## config.mk

```make
export PLATFORM = sky130hd
export DESIGN_NAME = prog_sequencer_flat
export DESIGN_NICKNAME = d
export VERILOG_FILES = /design/src/rtl/prog_seq_pkg.sv /design/src/rtl/prog_seq_if.sv /design/src/rtl/prog_sequencer_sat_counter.sv /design/src/rtl/prog_sequencer.sv /design/src/flat_wrapper.sv
export SDC_FILE = /design/constraint.sdc
export NUM_CORES = 1
export LEC_CHECK = 0
export ABC_AREA = 1
export BUFFER_PORTS_ARGS = -buffer_cell sky130_fd_sc_hd__buf_2
export CAP_MARGIN = 0
export CELL_PAD_IN_SITES_DETAIL_PLACEMENT = 1
export CELL_PAD_IN_SITES_GLOBAL_PLACEMENT = 1
export CORE_MARGIN = 10
export CORE_UTILIZATION = 30
export CTS_CLUSTER_SIZE = 16
export DETAILED_ROUTE_END_ITERATION = 8
export PLACE_DENSITY = 0.71
export RECOVER_POWER = 25
export SETUP_SLACK_MARGIN = 0.02
export SYNTH_ARGS = -nofsm -noshare
export SYNTH_HDL_FRONTEND = slang
export SYNTH_SLANG_ARGS = --single-unit
```

## constraint.sdc

```tcl
create_clock -name clk -period 2 [get_ports clk]
set_clock_uncertainty 0.05 [all_clocks]
set_input_delay 0.1 -clock clk [delete_from_list [all_inputs] [get_ports clk]]
set_output_delay 0.1 -clock clk [all_outputs]
set_load 0.03 [all_outputs]
```

## src/rtl/prog_seq_pkg.sv

```systemverilog
// Shared definitions for the program sequencer.
//   state_t          : sequencer FSM states
//   DEF_HALT_ADDR    : default program-counter value that marks completion
//   DEF_TIMEOUT_CYCLES : default RUN-cycle budget before forced completion
//   addr_t / start_table_t : program-memory address and per-program entry table
package prog_seq_pkg;

  typedef enum logic [2:0] {
    ST_IDLE,
    ST_INIT,
    ST_LAUNCH,
    ST_RUN,
    ST_DONE
  } state_t;

  localparam logic [11:0] DEF_HALT_ADDR      = 12'h256;
  localparam logic [15:0] DEF_TIMEOUT_CYCLES = 16'd4000;

  typedef logic [11:0] addr_t;
  typedef addr_t [3:0] start_table_t;

  // Entry 0 ends up in the least significant slot, so table[prog_sel] picks it.
  function automatic start_table_t make_start_table(input addr_t a0, input addr_t a1,
                                                    input addr_t a2, input addr_t a3);
    return {a3, a2, a1, a0};
  endfunction

endpackage

```

## src/rtl/prog_seq_if.sv

```systemverilog
// Bench-side bus of the program sequencer.
//   master : drives req, prog_sel, prog_ctr, halt_inst (bench / fetch+decode side)
//   slave  : drives core_init, start, start_addr, ack, busy, timeout, cycle_count
interface prog_seq_if;
  import prog_seq_pkg::*;

  logic        req;
  logic [1:0]  prog_sel;
  addr_t       prog_ctr;
  logic        halt_inst;
  logic        core_init;
  logic        start;
  addr_t       start_addr;
  logic        ack;
  logic        busy;
  logic        timeout;
  logic [15:0] cycle_count;

  modport master (
    output req, prog_sel, prog_ctr, halt_inst,
    input  core_init, start, start_addr, ack, busy, timeout, cycle_count
  );

  modport slave (
    input  req, prog_sel, prog_ctr, halt_inst,
    output core_init, start, start_addr, ack, busy, timeout, cycle_count
  );

endinterface

```

## src/rtl/prog_sequencer_sat_counter.sv

```systemverilog
// Saturating up-counter with synchronous clear and count enable.
//   clk   : clock
//   rst_n : asynchronous active-low reset, clears the count
//   clr   : synchronous clear (has priority over en)
//   en    : count enable; the count sticks at all-ones
//   count : current count
module sat_counter #(
  parameter int WIDTH = 16
) (
  input  logic             clk,
  input  logic             rst_n,
  input  logic             clr,
  input  logic             en,
  output logic [WIDTH-1:0] count
);

  logic [WIDTH-1:0] count_reg;

  always_ff @(posedge clk or negedge rst_n) begin
    if (!rst_n) begin
      count_reg <= '0;
    end else if (clr) begin
      count_reg <= '0;
    end else if (en && !(&count_reg)) begin
      count_reg <= count_reg + WIDTH'(1);
    end
  end

  assign count = count_reg;

endmodule

```

## src/rtl/prog_sequencer.sv

```systemverilog
// Program sequencer: on a bench request, resets the datapath for INIT_CYCLES,
// pulses start with the selected entry address, counts RUN cycles until a halt
// (prog_ctr == HALT_ADDR or halt_inst) or the cycle budget runs out, then
// acknowledges until the request is withdrawn.
//   clk    : sole clock
//   init_n : asynchronous active-low reset
//   bus    : prog_seq_if.slave (req/prog_sel/prog_ctr/halt_inst in;
//            core_init/start/start_addr/ack/busy/timeout/cycle_count out)
module prog_sequencer
  import prog_seq_pkg::*;
#(
  parameter addr_t       HALT_ADDR      = DEF_HALT_ADDR,
  parameter logic [15:0] TIMEOUT_CYCLES = DEF_TIMEOUT_CYCLES,
  parameter int unsigned INIT_CYCLES    = 2,
  parameter addr_t       START_ADDR0    = 12'h000,
  parameter addr_t       START_ADDR1    = 12'h100,
  parameter addr_t       START_ADDR2    = 12'h200,
  parameter addr_t       START_ADDR3    = 12'h300
) (
  input  logic     clk,
  input  logic     init_n,
  prog_seq_if.slave bus
);

  localparam start_table_t START_TABLE =
    make_start_table(START_ADDR0, START_ADDR1, START_ADDR2, START_ADDR3);
  localparam logic [3:0]  INIT_LOAD    = 4'(INIT_CYCLES);
  localparam logic [15:0] TIMEOUT_LAST = TIMEOUT_CYCLES - 16'd1;

  state_t      state_reg, state_next;
  logic [3:0]  init_cnt_reg;
  logic        req_low_reg;   // req was low on the previous edge: arms a new run
  addr_t       start_addr_reg;
  logic        core_init_reg, start_reg, ack_reg, busy_reg, timeout_reg;
  logic        accept, halt_hit, limit_hit, run_en;
  logic [15:0] count;

  assign halt_hit  = (bus.prog_ctr == HALT_ADDR) || bus.halt_inst;
  assign limit_hit = (count == TIMEOUT_LAST);
  assign run_en    = (state_reg == ST_RUN);

  always_comb begin
    state_next = state_reg;
    accept     = 1'b0;
    case (state_reg)
      ST_IDLE: begin
        // Only a fresh rising request starts a run.
        if (bus.req && req_low_reg) begin
          accept     = 1'b1;
          state_next = ST_INIT;
        end
      end
      ST_INIT: begin
        if (!bus.req)                state_next = ST_IDLE;
        else if (init_cnt_reg == 4'd1) state_next = ST_LAUNCH;
      end
      ST_LAUNCH: begin
        if (!bus.req) state_next = ST_IDLE;
        else          state_next = ST_RUN;
      end
      ST_RUN: begin
        if (!bus.req)                  state_next = ST_IDLE;
        else if (halt_hit || limit_hit) state_next = ST_DONE;
      end
      ST_DONE: begin
        if (!bus.req) state_next = ST_IDLE;
      end
      default: state_next = ST_IDLE;
    endcase
  end

  always_ff @(posedge clk or negedge init_n) begin
    if (!init_n) begin
      state_reg      <= ST_IDLE;
      init_cnt_reg   <= '0;
      req_low_reg    <= 1'b0;
      start_addr_reg <= START_ADDR0;
      core_init_reg  <= 1'b0;
      start_reg      <= 1'b0;
      ack_reg        <= 1'b0;
      busy_reg       <= 1'b0;
      timeout_reg    <= 1'b0;
    end else begin
      state_reg   <= state_next;
      req_low_reg <= ~bus.req;

      if (accept) begin
        init_cnt_reg   <= INIT_LOAD;
        start_addr_reg <= START_TABLE[bus.prog_sel];
      end else if (state_reg == ST_INIT) begin
        init_cnt_reg <= init_cnt_reg - 4'd1;
      end

      // Timeout flags only a budget-forced finish; a simultaneous halt wins.
      if (accept) begin
        timeout_reg <= 1'b0;
      end else if (state_reg == ST_RUN && state_next == ST_DONE) begin
        timeout_reg <= !halt_hit;
      end else if (state_reg == ST_DONE && state_next == ST_IDLE) begin
        timeout_reg <= 1'b0;
      end

      // Outputs are decoded from the next state so they change on the same edge.
      core_init_reg <= (state_next == ST_INIT);
      start_reg     <= (state_next == ST_LAUNCH);
      ack_reg       <= (state_next == ST_DONE);
      busy_reg      <= (state_next != ST_IDLE);
    end
  end

  sat_counter #(.WIDTH(16)) u_cycle_counter (
    .clk   (clk),
    .rst_n (init_n),
    .clr   (accept),
    .en    (run_en),
    .count (count)
  );

  assign bus.core_init   = core_init_reg;
  assign bus.start       = start_reg;
  assign bus.start_addr  = start_addr_reg;
  assign bus.ack         = ack_reg;
  assign bus.busy        = busy_reg;
  assign bus.timeout     = timeout_reg;
  assign bus.cycle_count = count;

endmodule

```

## src/flat_wrapper.sv

```systemverilog
// flat-port wrapper written by rule: the top's interface ports become plain ports
module prog_sequencer_flat import prog_seq_pkg::*;
#(
  parameter addr_t       HALT_ADDR      = DEF_HALT_ADDR,
  parameter logic [15:0] TIMEOUT_CYCLES = DEF_TIMEOUT_CYCLES,
  parameter int unsigned INIT_CYCLES    = 2,
  parameter addr_t       START_ADDR0    = 12'h000,
  parameter addr_t       START_ADDR1    = 12'h100,
  parameter addr_t       START_ADDR2    = 12'h200,
  parameter addr_t       START_ADDR3    = 12'h300
)
  (clk, init_n, bus_req, bus_prog_sel, bus_prog_ctr, bus_halt_inst, bus_core_init, bus_start, bus_start_addr, bus_ack, bus_busy, bus_timeout, bus_cycle_count);
  prog_seq_if bus_i ();
  input  logic clk;
  input  logic init_n;
  input wire logic [$bits(bus_i.req)-1:0] bus_req;
  input wire logic [$bits(bus_i.prog_sel)-1:0] bus_prog_sel;
  input wire logic [$bits(bus_i.prog_ctr)-1:0] bus_prog_ctr;
  input wire logic [$bits(bus_i.halt_inst)-1:0] bus_halt_inst;
  output wire logic [$bits(bus_i.core_init)-1:0] bus_core_init;
  output wire logic [$bits(bus_i.start)-1:0] bus_start;
  output wire logic [$bits(bus_i.start_addr)-1:0] bus_start_addr;
  output wire logic [$bits(bus_i.ack)-1:0] bus_ack;
  output wire logic [$bits(bus_i.busy)-1:0] bus_busy;
  output wire logic [$bits(bus_i.timeout)-1:0] bus_timeout;
  output wire logic [$bits(bus_i.cycle_count)-1:0] bus_cycle_count;
  assign bus_i.req = bus_req;
  assign bus_i.prog_sel = bus_prog_sel;
  assign bus_i.prog_ctr = bus_prog_ctr;
  assign bus_i.halt_inst = bus_halt_inst;
  assign bus_core_init = bus_i.core_init;
  assign bus_start = bus_i.start;
  assign bus_start_addr = bus_i.start_addr;
  assign bus_ack = bus_i.ack;
  assign bus_busy = bus_i.busy;
  assign bus_timeout = bus_i.timeout;
  assign bus_cycle_count = bus_i.cycle_count;
  prog_sequencer #(.HALT_ADDR(HALT_ADDR), .TIMEOUT_CYCLES(TIMEOUT_CYCLES), .INIT_CYCLES(INIT_CYCLES), .START_ADDR0(START_ADDR0), .START_ADDR1(START_ADDR1), .START_ADDR2(START_ADDR2), .START_ADDR3(START_ADDR3)) u_core (.clk(clk), .init_n(init_n), .bus(bus_i));
endmodule
```

==> results.py <==
metrics = {
    "run_status": {
        "status": "completed",
    },
    "critical_path": {
        "start_kind": "flip-flop",
        "r2r-end": "u_core.u_cycle_counter.count[0]",
        "reg2reg_from": "u_core.u_cycle_counter.count[0]",
        "cp.required_ns": 2.12,
        "crit_path_max_fanout": 12,
        "reg2reg_depth": 8,
        "critPathKind": "reg -> reg",
        "end_kind": "flip-flop",
        "crit_start": "u_core.u_cycle_counter.count[0]",
        "rrSetupSlack_ns": 0.18,
        "critPathArrivalTime_ns": 1.94,
    },
    "pwr": {
        "max-vdd-ir-drop_v": 0.000344,
        "p_per_area_nw_per_um2": 751,
        "leakagePower_nw": 1.20,
    },
    "yosys": {
        "synth_seq_cells": 31,
        "ys_seq_area_share_pct": 40.5,
        "yosysWarnings": 0,
        "synthCells": 251,
        "avgSynthCellArea_um2": 7.63,
        "ys_types": 33,
        "syn-cell-area_um2": 1910,
    },
    "drt": {
        "routedWlPerCell_um": 14.1,
        "wirelength_um": 5340,
        "drtIter0Drc": 64,
        "vias": 1762,
        "vias_per_cell": 4.65,
        "drc_errors": 0,
        "ant_nets": 0,
        "first_pass_iters": 4,
    },
    "sta": {
        "relSlewSlack_pct": 45.6,
        "finalSetupViolCount": 0,
        "period_share_pct": 91.0,
        "totalNegativeSetupSlack_ns": 0,
        "fmax_mhz": 550,
        "finalHoldViolations": 0,
        "drv_slew": 0,
        "setup_ws_ns": 0.180,
        "worstMarginPinSlew_ns": 0.816,
        "grt_setup_unrepaired": "no",
        "timing.hold.ws_ns": 0.0557,
        "min_period_ns": 1.82,
    },
    "min_path": {
        "hold_start": "bus_req",
        "whs_endpoint": "u_core.req_low_reg",
        "hold_class": "in -> reg",
        "hold_path_depth": 2,
    },
    "floorplan": {
        "io_pins": 51,
        "rows": 29,
        "die_area_um2": 9980,
        "fp.dieH_um": 99.9,
        "start_util_pct": 30.5,
        "core_um2": 6280,
        "die_width_um": 99.9,
    },
    "grt": {
        "grt_pass1_wl_um": 8550,
        "grt_max_degree": 32,
        "antenna_found_initial": 0,
        "gr-total-overflow": 0,
        "grt_pass1_vias": 1790,
        "track_usage_pct": 10.4,
    },
    "cts": {
        "cts_inserted_buffers": 5,
        "clockBufferDepth": 2,
        "path_clk_slew_ns": 0.07,
        "htreeDepth": 2,
        "clk_latency_ns": 0.29,
        "clock_sinks": 31,
        "cts_tree": "built",
        "root_buffer": "clkbuf_8",
    },
    "placed_design": {
        "place_ws_ns": 0.0882,
        "hpwl_um": 4080,
        "gp_congestion": 0.805,
        "portBuffers": 40,
        "dp.cells": 367,
    },
    "finish": {
        "instances_no_fill": 379,
        "diodes": 0,
        "final_common_cell": "nand2_1",
        "drive_gt1_share_pct": 21.9,
        "syn2layout_area_growth_pct": 22.0,
        "finalNetCount": 322,
        "largest_reg_flops": 16,
        "final_cell_mix": "nand2_1 (54), inv_1 (36), dfrtp_1 (31), buf_2 (30), nor2_1 (27)",
    },
    "flow_run": {
        "drv_cap": 0,
    },
}
per-stage QoR:
step | power, W | area (µm²) | util [%]
final | 0.00175 | 2330 | 37.2
after global routing | 0.00184 | 2330 | 37.2
after CTS | 0.00178 | 2320 | 37.0
after detailed placement | 0.00111 | 2180 | 34.7
after global placement | 0.00110 | 2180 | 34.7
after floorplan | 0.00101 | 1950 | -
layout make-up:
| cell class | count | area [µm²] |
|---|---|---|
| fillers | 823 | 3940 |
| multi-input cells | 177 | 935 |
| flip-flops and latches | 31 | 776 |
| repair buffers | 47 | 262 |
| inverters | 39 | 149 |
| well taps | 77 | 96.3 |
| clock buffers | 6 | 82.6 |
| clock inverters | 2 | 35.0 |
kinds of logic after synthesis:
group	Yosys count	share of synthesized area, %
AO/OA/AOI/OAI	31	10.7
other	1	0.196
buffers and inverters	52	12.5
XOR/XNOR	8	3.66
AND/OR/NAND/NOR	125	30.5
adder cells (fa/ha/maj)	3	1.96
flip-flops	31	40.5
critical path, cell delays in order (launching register included):
cell     delay, ns
dfrtp_1       0.42
ha_2          0.26
nand3_1       0.16
nor3_2        0.20
nand2_1       0.12
nand2_4       0.13
buf_12        0.14
xor2_1        0.16
nor2_1        0.05
what timing repair did:
action	4_1_cts	5_1_grt
hold endpoints to repair	33	0
setup endpoints to repair	0	11
gates resized for setup	0	1
hold buffers	3	0
buffers inserted	0	1
power breakdown:
part           switching, W  total, W  internal (W)
Combinational      0.000255  0.000358      0.000104
Clock              0.000256  0.000660      0.000403
Sequential        0.0000398  0.000735      0.000695
synthesized netlist by cell type, drive strengths merged:
cell type  instances  area [µm²]
xor2               7        61.3
inv               39         149
buf               12        87.6
nand2             60         245
nor2              30         125
nand3             22         115
nor4               1        12.5
dfrtp             31         776
o211ai             2        15.0
o31ai              5        42.5
conb               1        3.75
a21oi              9        71.3
clkbuf             1        3.75
nor3               5        35.0
xnor2              1        8.76
ha                 3        37.5
nand4              6        43.8
or2                1        6.26
o21ai             15        75.1
worst max-delay path by stage:
stage | end | slack, ns | depth (start not counted)
final | u_core.u_cycle_counter.count[0] | 0.18 | 8
after global routing | u_core.bus.timeout | 0.03 | 12
after CTS | u_core.u_cycle_counter.count[12] | 0.06 | 10
after detailed placement | u_core.u_cycle_counter.count[12] | 0.09 | 10
after global placement | u_core.u_cycle_counter.count[12] | 0.18 | 10
after floorplan | u_core.bus.timeout | 0.14 | 12
layer usage:
| metal | part of all wire (%) | vias to the layer above | global-route usage (%) |
|---|---|---|---|
| met5 | 0 | - | 0 |
| met4 | 0.60 | 0 | 3.64 |
| met3 | 6.1 | 4 | 3.50 |
| met2 | 44 | 45 | 16.1 |
| met1 | 49 | 837 | 13.2 |
| li1 | - | 876 | - |
Power figures use the tool's default switching activity.
